$ cat src/rtl/stack_unit.sv
// -----------------------------------------------------------------------------
// stack_unit
//   Parametrised descending LIFO stack (stack pointer plus word storage) used
//   beside the register file in the single-cycle datapath. The control unit's
//   stack op field selects 1- or 2-word push/pop, or a direct SP load.
//   Full/empty status and sticky overflow/underflow/load-error flags are kept.
//
//   Empty stack has SP=DEPTH, full stack has SP=0; the top word is mem[SP].
//
// Parameters
//   DATA_W  width of one stack word
//   DEPTH   number of words (>=2, any value)
//   SP_W    derived width of SP and count, $clog2(DEPTH+1)
//
// Ports
//   clk        rising-edge clock
//   reset      asynchronous active-high reset
//   op         000 hold, 001 pop1, 010 pop2, 011 push1, 100 push2,
//              101 load SP, 11x hold
//   wdata0     first push word
//   wdata1     second push word (push2 only)
//   sp_load    new SP value for load
//   err_clr    synchronous clear of ovf/unf/ld_err
//   sp_out     current stack pointer (index of top word)
//   count      occupancy, DEPTH - SP
//   top0       word at mem[SP], 0 when empty
//   top1       word at mem[SP+1], 0 when fewer than two words
//   full       count == DEPTH
//   empty      count == 0
//   ovf        sticky: push rejected for lack of space
//   unf        sticky: pop rejected for lack of data
//   ld_err     sticky: load rejected because sp_load > DEPTH
//   max_count  high-water occupancy
//
// Configuration
//   STACK_WATERMARK_EN  when defined, max_count is a register tracking the
//                       highest occupancy reached (cleared only by reset);
//                       otherwise max_count is tied to 0.
// -----------------------------------------------------------------------------
module stack_unit #(
  parameter int DATA_W = 32,
  parameter int DEPTH  = 16,
  localparam int SP_W  = $clog2(DEPTH + 1)
) (
  input  logic              clk,
  input  logic              reset,
  input  logic [2:0]        op,
  input  logic [DATA_W-1:0] wdata0,
  input  logic [DATA_W-1:0] wdata1,
  input  logic [SP_W-1:0]   sp_load,
  input  logic              err_clr,
  output logic [SP_W-1:0]   sp_out,
  output logic [SP_W-1:0]   count,
  output logic [DATA_W-1:0] top0,
  output logic [DATA_W-1:0] top1,
  output logic              full,
  output logic              empty,
  output logic              ovf,
  output logic              unf,
  output logic              ld_err,
  output logic [SP_W-1:0]   max_count
);

  localparam int IDX_W = $clog2(DEPTH);

  localparam logic [2:0] OP_POP1  = 3'b001;
  localparam logic [2:0] OP_POP2  = 3'b010;
  localparam logic [2:0] OP_PUSH1 = 3'b011;
  localparam logic [2:0] OP_PUSH2 = 3'b100;
  localparam logic [2:0] OP_LOAD  = 3'b101;

  localparam logic [SP_W-1:0] DEPTH_S = SP_W'(DEPTH);
  localparam logic [SP_W:0]   DEPTH_E = (SP_W + 1)'(DEPTH);
  localparam logic [SP_W:0]   ONE_E   = (SP_W + 1)'(1);
  localparam logic [SP_W:0]   TWO_E   = (SP_W + 1)'(2);

  logic [DATA_W-1:0] mem [DEPTH];
  logic [SP_W-1:0]   sp;

  logic [SP_W:0]     sp_e;
  logic [SP_W:0]     sp_next_e;
  logic [SP_W-1:0]   sp_next;
  logic [SP_W-1:0]   count_next;
  logic              wr_one;
  logic              wr_two;
  logic              accepted;
  logic              ovf_set;
  logic              unf_set;
  logic              ld_set;
  logic [IDX_W-1:0]  idx_m1;
  logic [IDX_W-1:0]  idx_m2;

  // Decode the op and do the range checks one bit wider than SP so that
  // SP-2 on a near-full stack or SP+2 on a near-empty one cannot wrap.
  always_comb begin
    sp_e      = {1'b0, sp};
    sp_next_e = sp_e;
    wr_one    = 1'b0;
    wr_two    = 1'b0;
    accepted  = 1'b0;
    ovf_set   = 1'b0;
    unf_set   = 1'b0;
    ld_set    = 1'b0;
    case (op)
      OP_POP1: begin
        if (sp_e + ONE_E <= DEPTH_E) begin
          sp_next_e = sp_e + ONE_E;
          accepted  = 1'b1;
        end else begin
          unf_set = 1'b1;
        end
      end
      OP_POP2: begin
        if (sp_e + TWO_E <= DEPTH_E) begin
          sp_next_e = sp_e + TWO_E;
          accepted  = 1'b1;
        end else begin
          unf_set = 1'b1;
        end
      end
      OP_PUSH1: begin
        if (sp_e >= ONE_E) begin
          sp_next_e = sp_e - ONE_E;
          wr_one    = 1'b1;
          accepted  = 1'b1;
        end else begin
          ovf_set = 1'b1;
        end
      end
      OP_PUSH2: begin
        // All-or-nothing: a push2 with only one free slot writes nothing.
        if (sp_e >= TWO_E) begin
          sp_next_e = sp_e - TWO_E;
          wr_one    = 1'b1;
          wr_two    = 1'b1;
          accepted  = 1'b1;
        end else begin
          ovf_set = 1'b1;
        end
      end
      OP_LOAD: begin
        if ({1'b0, sp_load} <= DEPTH_E) begin
          sp_next_e = {1'b0, sp_load};
          accepted  = 1'b1;
        end else begin
          ld_set = 1'b1;
        end
      end
      default: ;
    endcase
  end

  assign sp_next    = sp_next_e[SP_W-1:0];
  assign count_next = DEPTH_S - sp_next;
  assign idx_m1     = IDX_W'(sp - SP_W'(1));
  assign idx_m2     = IDX_W'(sp - SP_W'(2));

  // Stack pointer, sticky flags and storage. Storage is deliberately left
  // out of the reset branch so it is plain RAM; an op presented while reset
  // is high therefore never writes it.
  always_ff @(posedge clk or posedge reset) begin
    if (reset) begin
      sp     <= DEPTH_S;
      ovf    <= 1'b0;
      unf    <= 1'b0;
      ld_err <= 1'b0;
    end else begin
      sp     <= sp_next;
      ovf    <= (ovf    & ~err_clr) | ovf_set;
      unf    <= (unf    & ~err_clr) | unf_set;
      ld_err <= (ld_err & ~err_clr) | ld_set;
      if (wr_one) mem[idx_m1] <= wdata0;
      if (wr_two) mem[idx_m2] <= wdata1;
    end
  end

`ifdef STACK_WATERMARK_EN
  // High-water mark of occupancy; a load is treated like any other change.
  always_ff @(posedge clk or posedge reset) begin
    if (reset) begin
      max_count <= '0;
    end else if (accepted && (count_next > max_count)) begin
      max_count <= count_next;
    end
  end
`else
  assign max_count = '0;
`endif

  assign sp_out = sp;
  assign count  = DEPTH_S - sp;
  assign full   = (sp == '0);
  assign empty  = (sp == DEPTH_S);

  // Guarded reads keep the index inside the storage even when SP=DEPTH.
  assign top0 = (count >= SP_W'(1)) ? mem[IDX_W'(sp)] : '0;
  assign top1 = (count >= SP_W'(2)) ? mem[IDX_W'(sp + SP_W'(1))] : '0;

endmodule

$ cat config.mk
export PLATFORM = sky130hd
export DESIGN_NAME = stack_unit
export DESIGN_NICKNAME = d
export VERILOG_FILES = /design/src/rtl/stack_unit.sv
export SDC_FILE = /design/constraint.sdc
export NUM_CORES = 1
export LEC_CHECK = 0
export ABC_AREA = 0
export BUFFER_PORTS_ARGS = -buffer_cell sky130_fd_sc_hd__buf_2
export CAP_MARGIN = 20
export CELL_PAD_IN_SITES_DETAIL_PLACEMENT = 1
export CELL_PAD_IN_SITES_GLOBAL_PLACEMENT = 2
export CORE_AREA = 4 4 254 256
export DETAILED_ROUTE_END_ITERATION = 6
export DIE_AREA = 0 0 258 260
export GPL_TIMING_DRIVEN = 0
export PLACE_DENSITY_LB_ADDON = 0.1
export SLEW_MARGIN = 0
export SYNTH_ARGS = -nofsm -noshare
export SYNTH_HDL_FRONTEND = slang
export SYNTH_SLANG_ARGS = --single-unit
export TNS_END_PERCENT = 5
$ cat constraint.sdc
create_clock -name clk -period 11.89 [get_ports clk]
set_input_delay 1.189 -clock clk [delete_from_list [all_inputs] [get_ports clk]]
set_output_delay 1.189 -clock clk [all_outputs]
set_load 0.02 [all_outputs]
== Yosys cells after proc, flatten, opt, wreduce, memory -nomap -nowiden ==
Memory sizes are Yosys's and may differ from the RTL's.
Index checks and enable logic that the tools add are counted.
Word-level totals
  flip-flop bits (word level): 8
  bits in writable memories: 512
  input bits: 75
  output and inout bits: 84
  logic and storage cells: 68
  memories: 1
Memory list
  mem: depth 16, width 32, rd ports 2, clocked after Yosys merged registers in 0, wr ports 2, line 77  | logic [DATA_W-1:0] mem [DEPTH];
Operators by class
  add/sub/neg operators: 8
  magnitude comparators: 7
  eq/ne operators: 11
  multiplexer cells: 24
  bitwise logic cells: 7
  reductions and logical operators: 6
Operators by type and width (number)
  $mux W32: 2
  $mux W5: 5
  $pmux W5 S5: 1
  $mux W1: 13
  $le A6 B5 Y1 const B: 2
  $ge A5 B1 Y1 const B: 2
  $ge A5 B2 Y1 const B: 2
  $ne A2 B2 Y1 const B: 5
  $add A5 B1 Y6 const B: 1
  $add A5 B2 Y6 const B: 1
  $eq A3 B2 Y1 const B: 2
  $eq A3 B3 Y1 const B: 2
  $pmux W1 S2: 3
  $reduce_and A6 Y1: 1
  $eq A5 B5 Y1 const B: 1
  $le A5 B5 Y1 const B: 1
  $logic_not A5 Y1: 1
  $reduce_bool A5 Y1: 1
  $sub A5 B1 Y5 const B: 1
  $sub A5 B2 Y5 const B: 1
  $sub A5 B5 Y5 const A: 1
  $add A4 B1 Y4 const B: 1
  $sub A4 B1 Y4 const B: 1
  $sub A4 B2 Y4 const B: 1
  other kinds (6): 11

== Logic depth before layout (Yosys ltp) ==
  word-level depth: 6
  mapped depth: 15

== Worst setup path after synthesis ==
Ideal clock, no wire load.
  path kind: flip-flop to output port
  from: reg sp[1] (netlist: sp_out[1])
  to: out top1[30]
  data arrival time: 3688 ps
  required time: 10701 ps
  slack: 7013 ps
  cell stages (with the launch flop): 14
  buffers on the path: 8
  cells stage by stage: dfrtp_1 > buf_2 > buf_4 > buf_2 > buf_2 > inv_1 > ha_1 > clkbuf_1 > buf_4 > buf_2 > buf_2 > mux4_2 > mux4_2 > nor2b_1
Between the ends
  longest elaborated chain between the ends: 3
  elaborated cells on any way between the ends: 5
  those cells by class: 2 x add/sub; 1 x order compare; 1 x mux; 1 x memory
Ends and longest elaborated chain
  start: declaration: line 78  | logic [SP_W-1:0] sp;
  start signal: assignment: line 168  | sp <= sp_next;
  $sub A5 B5 Y5: line 191  | assign count = DEPTH_S - sp;
  net count[1]: line 53  | output logic [SP_W-1:0] count,
  $ge A5 B2 Y1: line 197  | assign top1 = (count >= SP_W'(2)) ? mem[IDX_W'(sp + SP_W'(1))] : '0;
  $mux W32: line 197
  end: declaration: line 55  | output logic [DATA_W-1:0] top1,
The timed path passes the listed nets, and every way through them passes these cells.

== Worst setup path after layout ==
  from: reg sp[1] (netlist: sp_out[1])
  to: out top1[21]
Between the ends
  longest elaborated chain between the ends: 3
  elaborated cells on any way between the ends: 5
  those cells by class: 2 x add/sub; 1 x order compare; 1 x mux; 1 x memory
Ends and longest elaborated chain (line)
  $add A4 B1 Y4 or $sub A5 B5 Y5 (tied branches): 197, 191
  $mem_v2 Z16 W32 or $ge A5 B2 Y1 (tied branches)
  $mux W32 *: 197
Every way passes the cells marked *; elsewhere a longest branch is shown, timed or not.

==> results.cfg <==
[floorplanning]
die_x_um = 258
ios = 159
die_h_um = 260
rows = 92
start_util_pct = 50.33
die_area_um2 = 67080
core_area_um2 = 62500

[critical_path]
path_class = reg2out
reg2reg_to = mem[3][10]
timing.rr.start = sp_out[1]
critPathRequiredTime_ps = 10700
critical_path.endpoint_type = output port
arrival_ps = 6580
critPathMaxFanout = 10
r2r_setup_slack_ps = 6010
start_kind = flip-flop
reg2reg_depth = 14

[detailed_routing]
num_vias = 19840
wl_per_cell_um = 37.31
drt-pass1-iter-count = 5
routed_wirelength_um = 109500
drt-initial-drc-count = 2228
ant_nets = 0
routed_via_density = 6.762
drcViolationCount = 0

[yosys]
synth-main-ff-cell = edfxtp_1
syn_inst = 1806
synth_largest_area_cell = edfxtp_1
avgSynthCellArea_um2 = 17.42
yosysWarnings = 0
synth_area_um2 = 31460
synth-seq-cells = 520
synth_edf_count = 512
synthArstFlopShare_pct = 1.538
yosysUniqueCellTypes = 62
ys_seq_area_share_pct = 49.51
ys_top_cells_by_area = edfxtp_1, mux4_2, mux2_1
synth_top_area_share_pct = 48.87

[global_route]
grt_overflow = 0
antenna_found_initial = 4
grt_pass1_vias = 21110
grt_use_total_pct = 32.64
grt_pass1_wl_um = 156500
grt_max_degree = 33

[timing]
fin_ws_ps = 4118
fin_tns_setup_ps = 0
period_needed_ps = 7772
slew_headroom_pct = 19.68
skew_ps = 11.76
finalCritPeriodShare_pct = 65.36
setup_viol = 0
hold_viol = 0
tightest_slew_ps = 1205
max_freq_ghz = 0.1287
rsz0062_at_grt = no
slew_violations = 0

[power]
leakage_uw = 0.01189
p_per_area_nw_per_um2 = 253.2
ir_drop_uv = 145.5

[clock_tree]
htreeDepth = 2
clkTransAtPathRegs_ps = 60
cts_buffer_depth = 3
numCtsBuffers = 58
cts_sinks = 520
clk_latency_ps = 630
clockRootBuffer = clkbuf_16
cts_resized = 0
cts_setup_buffers = 0
hold_buffers = 0
cts_tree = done

[layout]
fillerInstances = 5672
multiInputGateArea_um2 = 14760
seqCellArea_um2 = 15580
drive_gt1_share_pct = 46.19
nNetsFinal = 2125
syn2layout_area_growth_pct = 12.96

[placed_design]
hpwlAfterDp_um = 73040
preCtsSetupSlack_ps = 4888
gp_congestion = 0.8413
io_buffers = 152

[hold_path]
min_path_cells = 2
hold_start = unf
worstHoldPathType = reg2reg
min_to = unf

[outcome]
status = completed

[flow_run]
max_cap_viol_count = 0
## worst max-delay path by stage
stage          slack [ps]        to  startpoint  cells past startpoint
2_1_floorplan        7010  top1[30]   sp_out[1]                     13
3_3_place_gp         4980  top1[11]   sp_out[1]                     15
3_5_place_dp         4890  top1[13]   sp_out[1]                     15
4_1_cts              4200  top1[13]   sp_out[1]                     15
5_1_grt              4010  top1[13]   sp_out[1]                     15
6_report             4120  top1[21]   sp_out[1]                     14
## per-stage QoR
step,instance area (um2),hold slack (ps),util [%],power [uW],cells
6_report,35540,523.6,56.86,8999,2934
5_1_grt,35530,581.3,56.84,9302,2931
4_1_cts,35530,527.8,56.84,9011,2931
3_5_place_dp,33640,516.4,53.82,7169,2823
3_3_place_gp,33300,512.7,53.27,7085,2808
2_1_floorplan,31480,605.8,-,5513,1810
## Yosys cell counts, types with 5 or more instances
cell type  count
nand3_4        8
inv_1         10
mux2_1       297
nor2b_1       68
o21ai_0        9
a21o_1         9
buf_6         18
mux2_2       218
ha_1          13
clkbuf_1      73
xnor2_1        8
nand2_1       28
nor2_1        13
buf_4         26
edfxtp_1     512
mux4_2       320
buf_2         85
a21oi_1        5
nand4_1        5
dfrtp_1        7
buf_1          5
## power by group
group,switching (uW),internal [uW]
logic,2850,2130
registers,54.3,2130
clock network,764,1070
## cell type report
class / count / area share (%)
plain buffers: 208 / 3.197
well taps: 846 / 2.979
diodes: 3 / 0.02112
multi-input cells: 1070 / 41.52
clock inverters: 33 / 0.9119
clock buffers: 75 / 4.408
repair buffers: 167 / 3.007
inverters: 12 / 0.1267
flip-flops and latches: 520 / 43.83
## sequential cells by signal (all words and copies together), names as in the netlist
name and cells:
mem 512, sp_out 5, ld_err 1, ovf 1, unf 1
## cell families (layout without fill, tap and decap cells)
group | count (synthesis) | after routing | share of synthesized area [%]
multiplexers | 836 | 836 | 41.37
XOR/XNOR | 13 | 13 | 0.4096
buffers and inverters | 220 | 495 | 3.754
other | 1 | 8 | 0.01192
flip-flops | 520 | 520 | 49.51
AO/OA/AOI/OAI | 45 | 45 | 1.010
adder cells (fa/ha/maj) | 13 | 13 | 0.5170
AND/OR/NAND/NOR | 158 | 158 | 3.416
## critical path, stage by stage (launching register included)
cell      delay, ps
dfrtp_1         590
buf_2           350
buf_4           350
buf_2           360
buf_2           550
inv_1           280
ha_1            540
clkbuf_1        360
buf_4           390
buf_2           420
buf_2           480
mux4_2          400
mux4_2          540
nor2b_1         160
buf_2           170
## placed cells by master (no fill, tap or decap), types with 8 or more instances in the layout
| master | n |
|---|---|
| mux2_2 | 218 |
| o21ai_0 | 9 |
| nand3_4 | 8 |
| edfxtp_1 | 512 |
| clkinv_1 | 17 |
| buf_2 | 237 |
| clkinv_2 | 9 |
| mux2_1 | 297 |
| clkbuf_1 | 86 |
| clkbuf_16 | 59 |
| nand2_2 | 10 |
| buf_4 | 26 |
| nor2_1 | 13 |
| xnor2_1 | 8 |
| buf_12 | 15 |
| buf_6 | 18 |
| mux4_2 | 320 |
| nand2_1 | 20 |
| nor2b_1 | 68 |
| ha_1 | 13 |
| inv_1 | 10 |
## layer usage
layer / vias to the layer above / wire length, um / track usage [%]
li1: 7904 / - / -
met2: 1085 / 52290 / 52.91
met3: 246 / 10070 / 6.817
met5: - / 67 / 0.6579
met1: 10600 / 42580 / 43.91
met4: 6 / 4468 / 12.18
(Power assumes the default switching activity.)
